## src/rtl/rv32ima_pkg.sv

```systemverilog
// ============================================================================
// Module : rv32ima_pkg
// Brief  : Shared types for the rv32ima memory subsystem (widths, arbiter FSM,
//          captured bus request).
// Rev    : 1.0  initial release
// ============================================================================
`default_nettype none

package rv32ima_pkg;

    localparam int XLEN = 32;

    typedef enum logic [1:0] {
        BYTE = 2'b00,
        HALF = 2'b01,
        WORD = 2'b10
    } mem_width_t;

    typedef enum logic [1:0] {
        IDLE   = 2'b00,
        IGRANT = 2'b01,
        DGRANT = 2'b10
    } mem_arb_state_t;

    typedef struct packed {
        logic [XLEN-1:0] addr;
        logic            wen;
        logic [XLEN-1:0] wdata;
        mem_width_t      width;
    } mem_req_t;

    // The reserved encoding 2'b11 is folded onto a full-word access.
    function automatic mem_width_t norm_width(input logic [1:0] w);
        mem_width_t r;
        case (w)
            2'b00:   r = BYTE;
            2'b01:   r = HALF;
            default: r = WORD;
        endcase
        return r;
    endfunction

endpackage

`default_nettype wire

```

## src/rtl/mem_arbiter.sv

```systemverilog
// ============================================================================
// Module : mem_arbiter
// Brief  : Arbitrates instruction-fetch and data ports onto one memory bus,
//          data first, with a streak limit that guarantees fetch progress.
// Rev    : 1.0  initial release
// ============================================================================
`default_nettype none

module mem_arbiter
    import rv32ima_pkg::*;
#(
    parameter int ADDR_W       = 32,
    parameter int DATA_W       = 32,
    parameter int MAX_D_STREAK = 4
) (
    input  logic              clk,
    input  logic              nrst,
    input  logic              imem_ren,
    input  logic [ADDR_W-1:0] imem_addr,
    output logic              ihit,
    output logic [DATA_W-1:0] imem_load,
    input  logic              dmem_ren,
    input  logic              dmem_wen,
    input  logic [ADDR_W-1:0] dmem_addr,
    input  logic [DATA_W-1:0] dmem_store,
    input  logic [1:0]        dmem_width,
    output logic              dhit,
    output logic [DATA_W-1:0] dmem_load,
    output logic              bus_req,
    output logic              bus_wen,
    output logic [ADDR_W-1:0] bus_addr,
    output logic [DATA_W-1:0] bus_wdata,
    output logic [1:0]        bus_width,
    input  logic              bus_ready,
    input  logic [DATA_W-1:0] bus_rdata
);

    localparam logic [3:0] C_MAX_STREAK = 4'(MAX_D_STREAK);

    mem_arb_state_t r_state;
    mem_arb_state_t w_next;
    mem_req_t       r_req;
    logic [3:0]     r_streak;
    logic           w_dreq;
    logic           w_fetch_starved;

    assign w_dreq          = dmem_ren | dmem_wen;
    assign w_fetch_starved = imem_ren && (r_streak == C_MAX_STREAK);

    always_ff @(posedge clk or negedge nrst) begin
        if (!nrst) begin
            r_state <= IDLE;
        end else begin
            r_state <= w_next;
        end
    end

    always_comb begin
        w_next = r_state;
        case (r_state)
            IDLE: begin
                if (w_dreq && !w_fetch_starved) begin
                    w_next = DGRANT;
                end else if (imem_ren) begin
                    w_next = IGRANT;
                end
            end
            IGRANT, DGRANT: begin
                if (bus_ready) begin
                    w_next = IDLE;
                end
            end
            default: w_next = IDLE;
        endcase
    end

    // The bus is driven from this snapshot so requester changes mid-grant are invisible.
    always_ff @(posedge clk or negedge nrst) begin
        if (!nrst) begin
            r_req <= '0;
        end else if (r_state == IDLE) begin
            if (w_next == DGRANT) begin
                r_req.addr  <= XLEN'(dmem_addr);
                r_req.wen   <= dmem_wen;
                r_req.wdata <= XLEN'(dmem_store);
                r_req.width <= norm_width(dmem_width);
            end else if (w_next == IGRANT) begin
                r_req.addr  <= XLEN'(imem_addr);
                r_req.wen   <= 1'b0;
                r_req.wdata <= '0;
                r_req.width <= WORD;
            end
        end
    end

    always_ff @(posedge clk or negedge nrst) begin
        if (!nrst) begin
            r_streak <= '0;
        end else if (bus_ready && (r_state == DGRANT)) begin
            if (!imem_ren) begin
                r_streak <= '0;
            end else if (r_streak != C_MAX_STREAK) begin
                r_streak <= r_streak + 4'd1;
            end
        end else if (bus_ready && (r_state == IGRANT)) begin
            r_streak <= '0;
        end
    end

    // bus_req depends on state only, keeping bus_ready off any path to it.
    always_comb begin
        bus_req   = (r_state != IDLE);
        bus_wen   = r_req.wen;
        bus_addr  = r_req.addr[ADDR_W-1:0];
        bus_wdata = r_req.wdata[DATA_W-1:0];
        bus_width = r_req.width;
        ihit      = 1'b0;
        dhit      = 1'b0;
        imem_load = '0;
        dmem_load = '0;
        if (bus_ready && (r_state == IGRANT)) begin
            ihit      = 1'b1;
            imem_load = bus_rdata;
        end
        if (bus_ready && (r_state == DGRANT)) begin
            dhit = 1'b1;
            if (!r_req.wen) begin
                dmem_load = bus_rdata;
            end
        end
    end

endmodule

`default_nettype wire

```

## config.mk

```make
export PLATFORM = sky130hd
export DESIGN_NAME = mem_arbiter
export DESIGN_NICKNAME = d
export VERILOG_FILES = /design/src/rtl/rv32ima_pkg.sv /design/src/rtl/mem_arbiter.sv
export SDC_FILE = /design/constraint.sdc
export NUM_CORES = 1
export LEC_CHECK = 0
export CAP_MARGIN = 20
export CORE_MARGIN = 2
export CORE_UTILIZATION = 35
export DETAILED_ROUTE_END_ITERATION = 10
export PLACE_DENSITY = 0.83
export SYNTH_ARGS = -nofsm -noshare
export SYNTH_HDL_FRONTEND = slang
export SYNTH_SLANG_ARGS = --single-unit
export TNS_END_PERCENT = 50
```

## constraint.sdc

```tcl
create_clock -name clk -period 3.2 [get_ports clk]
set_clock_uncertainty 0.2 [all_clocks]
set_input_delay 0.32 -clock clk [delete_from_list [all_inputs] [get_ports clk]]
set_output_delay 0.32 -clock clk [all_outputs]
set_load 0.02 [all_outputs]
```

After elaboration in Yosys (flattened, before gate mapping)
Index checks and enable logic that the tools add are counted.
{"block": "word_totals", "regBits": 73, "latchBits": 0, "ramBits": 0, "romBits": 0, "input_bits": 136, "output_inout_bits": 134, "word_cells": 45, "memories": 0}
{"block": "classes", "add_sub_neg": 1, "multipliers": 0, "n_div": 0, "order_cmp": 0, "n_eq_ne": 8, "n_shift": 0, "n_mux": 16, "n_bitwise": 1, "reduce_logical": 13}
{"operator": "$mux 67", "n": 2}
{"operator": "$mux 32", "n": 3}
{"operator": "$mux 4", "n": 4}
{"operator": "$pmux 2 s2", "n": 2}
{"operator": "$eq 2x1->1 const B", "n": 3}
{"operator": "$mux 2", "n": 3}
{"operator": "$reduce_bool 2->1", "n": 3}
{"operator": "$add 4x1->4 const B", "n": 1}
{"operator": "$eq 2x2->1 const B", "n": 2}
{"operator": "$eq 4x3->1 const B", "n": 1}
{"operator": "$logic_and 1x1->1", "n": 4}
{"operator": "$logic_not 2->1", "n": 2}
{"operator": "$ne 4x3->1 const B", "n": 1}
{"operator": "$reduce_and 2->1", "n": 2}
{"operator": "$ne 3x2->1 const B", "n": 1}
{"operator": "$mux 1", "n": 2}
{"operator": "$reduce_or 2->1", "n": 1}
{"operator": "$logic_not 1->1", "n": 1}
{"operator": "$or 1x1->1", "n": 1}

Depth between registers and ports, before layout
{"block": "depth", "ltp_word": 9, "ltp_mapped": 9, "depth_no_buf": 7}

Least setup slack after synthesis
OpenSTA, ideal clock, no wires.
{"block": "synth_path", "path_kind": "flip-flop to flip-flop", "from": "register r_state[0]", "to": "register r_req, in the netlist bus_addr[10]", "setup_time_ns": 0.125, "t_arrival_ns": 2.249, "required_ns": 2.875, "setup_slack_ns": 0.627, "path_stages_with_launch": 9, "path_buffers": 1, "synth_period_minus_slack_ns": 2.573, "path_cell_list": "dfrtp_1 -> inv_1 -> ha_1 -> nor2b_1 -> o21ai_2 -> o31ai_4 -> buf_6 -> mux2_1 -> mux2_2"}
{"block": "synth_between", "elab_chain_len": 6, "elab_cells_between_ends": 13, "classes_between": "eq/ne: 4; mux: 5; reduce/logical: 4"}
{"item": "from (decl)", "line_no": "mem_arbiter.sv:40", "source": "mem_arb_state_t r_state;"}
{"item": "from (signal assigned)", "line_no": "mem_arbiter.sv:54", "source": "r_state <= w_next;"}
{"item": "$eq 2x2->1 (tied with other cells)", "line_no": "mem_arbiter.sv:60", "source": "case (r_state)"}
{"item": "$reduce_or 2->1 / $mux 2 (equally long branches)", "line_no": "mem_arbiter.sv:60, mem_arbiter.sv:62"}
{"item": "$pmux 2 s2", "line_no": "mem_arbiter.sv:60"}
{"item": "$eq 2x2->1 / $eq 2x1->1 (equally long branches)", "line_no": "mem_arbiter.sv:82, mem_arbiter.sv:87"}
{"item": "$reduce_bool 2->1 (no line)"}
{"item": "$reduce_and 2->1 (no line)"}
{"item": "to (decl)", "line_no": "mem_arbiter.sv:42", "source": "mem_req_t r_req;"}
Several ways; a longest one is shown, not always the timed one.
A chain may end at the register's enable or synchronous reset.

Worst setup path after layout
{"block": "layout_path", "from": "register r_state[0]", "to": "output port dmem_load[10]"}
{"block": "layout_between", "elab_chain_len": 3}
{"item": "$eq 2x2->1", "line_no": "mem_arbiter.sv:125", "source": "if (bus_ready && (r_state == DGRANT)) begin"}
{"item": "$logic_and 1x1->1", "line_no": "mem_arbiter.sv:125"}
{"item": "$mux 32", "line_no": "mem_arbiter.sv:125"}
{"item": "to (decl)", "line_no": "mem_arbiter.sv:28", "source": "output logic [DATA_W-1:0] dmem_load,"}
Every way passes these cells.

==> results.toml <==
[outcome]
outcome = "finished, final reports clean"

[synthesis]
synth_area_um2 = 3830
synth_largest_area_cell = "dfrtp_1"
yosys.area.top_type_share = 0.477
post_synth.cell_area_avg_um2 = 12.2
netlist_top_cells_area = "dfrtp_1 (48%), mux2_2 (11%), a22o_1 (7.5%)"
yosysSeqAreaShare = 0.477
yosys_warnings = 0
syn_nets = 457
ys_seq_elements = 73
netlist_instances = 315
yosysUniqueCellTypes = 35

[cells_and_area]
final_common_cell = "clkdlybuf4s50_1"
layout_common_cells = "clkdlybuf4s50_1 (268), dfrtp_1 (73), mux2_2 (36)"
area_growth_pct = 81.7
num-nets-final = 724
diodes = 0
drive_gt1_frac = 0.136

[sta]
post-route-period-util = 0.948
setup_tns_ps = 0
worstMarginPinSlew_ps = 776
slew-limit-headroom = 0.483
fin_hold_ws_ps = 285
rsz0062_at_grt = "no"
hold_viol = 0
fin_crit_ps = 3030
setup_viol = 0
drv_slew = 0
max_freq_ghz = 0.330
postLayoutSetupSlackWorst_ps = 167

[drt]
vias = 3533
drt-initial-drc-count = 141
route.detailed.drc = 0
wl_per_cell_um = 16.9
routed_wirelength_um = 12300
vias_per_cell = 4.86
dr.pass1.iters = 6
ant_nets = 0

[hold_path]
holdPathStages = 1
whs_endpoint = "r_streak[3]$_DFFE_PN0P_"
hold_path_class = "reg -> reg"
worstHoldStart = "r_streak[3]$_DFFE_PN0P_"

[clock_tree]
cts_tree = "yes"
numClockSinks = 73
clk_path_buf_depth = 2
clkSlewWorstSetupHoldPaths_ps = 70
h-tree-depth = 3
cts.root.buffer_cell = "clkbuf_8"
cts_buffers = 9
clk-insertion-delay-late_ps = 330

[worst_setup_path]
crit_chain = "inv_1, ha_1, and2_1, nor2b_1, buf_4, and2_1, clkdlybuf4s50_1"
cp.arrival_ps = 2510
crit-reg2reg-capture = "bus_addr[27]$_DFFE_PN0P_"
start_kind = "flop"
crit_top_cell = "and2_1"
rrSetupSlack_ps = 380
worst_path_max_delay_cell = "clkdlybuf4s50_1"
cp.required_ps = 2680
r2r_start = "r_state[0]$_DFF_PN0_"
cp.buffers_inverters = 3
cp-end-kind = "output pin"
cp_top_family = "buffers and inverters"
worst_r2r_path_depth = 8
crit_fanout = 32
critical_path_class = "reg -> out"
critPathMaxStageDelay_ps = 620

[die]
core_um2 = 10700
ioPinCount = 270
rows = 38
die_area_um2 = 11800
die_w_um = 109
die_h_um = 109
start_util = 0.357

[place]
dp_hpwl_um = 9670
gp_routability_congestion = 0.879
post-place-ws_ps = 308
numPortBuffers = 269

[global_route]
gr-total-overflow = 0
grt_pass1_vias = 3552
antenna_found_initial = 0
grt_pass1_wl_um = 18700
grtUsageTotal = 0.201
grt_max_degree = 41

[power_and_ir_drop]
p_per_area_nw_per_um2 = 897
irDropWorstVdd_uv = 512
power_leakage_nw = 3.01

[job]
maxCapViolCount = 0
[worst max-delay path by stage]
stage                                    start                       end  slack (ps)  depth (start not counted)
final                     r_state[0]$_DFF_PN0_             dmem_load[10]         170                          7
after global routing      r_state[0]$_DFF_PN0_             dmem_load[30]           8                          7
after CTS                 r_state[0]$_DFF_PN0_             dmem_load[10]         120                          7
after detailed placement             bus_ready             dmem_load[10]         310                          6
after global placement                imem_ren  bus_addr[27]$_DFFE_PN0P_         400                          7
after floorplan           r_state[0]$_DFF_PN0_  bus_addr[10]$_DFFE_PN0P_         630                          8
[worst reg2reg max path, delay by kind of cell, from the launching register on]
family | cells | cell delay, ps
buffers and inverters | 2 | 360
and+or+nand+nor | 1 | 280
adders and majority gates | 1 | 300
DFF | 1 | 450
AOI/OAI and AO/OA | 2 | 440
muxes | 2 | 670
[what timing repair did]
action | in CTS | in global routing
setup buffers | 0 | 0
endpoints found under the setup margin | 0 | 31
endpoints found under the hold margin | 33 | 0
gates resized for setup | 0 | 1
hold buffers | 1 | 0
[routing by layer]
metal	track usage	wire length, um
met2	0.356	6360
met4	0.0540	173
met1	0.248	4900
met3	0.0442	824
met5	0	0
[registers in the layout, indices dropped and copies added (netlist names)]
register and count:
r_streak 4, bus_wen 1, bus_wdata 32, r_state 2, bus_width 2, bus_addr 32
[per-stage QoR]
step	cells	power, mW	instance area, um^2	utilization
2_1_floorplan	315	3.76	3830	-
3_3_place_gp	710	5.24	6690	0.623
3_5_place_dp	710	5.34	6690	0.623
4_1_cts	727	6.32	6970	0.648
5_1_grt	727	6.61	6970	0.648
6_report	727	6.25	6970	0.648
[kinds of logic after synthesis]
family | Yosys count | synth area share
adders and majority gates | 6 | 0.0196
muxes | 68 | 0.211
DFF | 73 | 0.477
AOI/OAI and AO/OA | 48 | 0.105
buffers and inverters | 28 | 0.0379
and+or+nand+nor | 92 | 0.150
[synth_stat cells, drive strengths merged]
library cell and instances:
nand3 2, o31ai 2, mux2 66, or2 1
mux2i 2, o21ai 7, inv 5, o211ai 1
dfrtp 73, nand4b 1, a21oi 4, nand2 6
nand4 2, a22o 33, clkbuf 13, ha 6
nand3b 1, a31oi 1, nor2b 4, and3b 1
and2 35, and3 33, buf 10, nand2b 4
nor2 2
[cell type report]
type	count	area [um^2]
tap	140	175
inverter	5	18.8
clock buffer	10	128
multi-input combinational	214	1880
timing repair buffer	279	2800
sequential	73	1830
fill	870	3780
clock inverter	6	138
[power by group]
part | internal (mW) | leakage (nW) | switching [mW]
Sequential | 1.37 | 0.888 | 0.244
Clock | 0.602 | 0.131 | 0.349
Combinational | 1.94 | 1.99 | 1.74
Note: power is estimated with default switching activity, not from simulation.
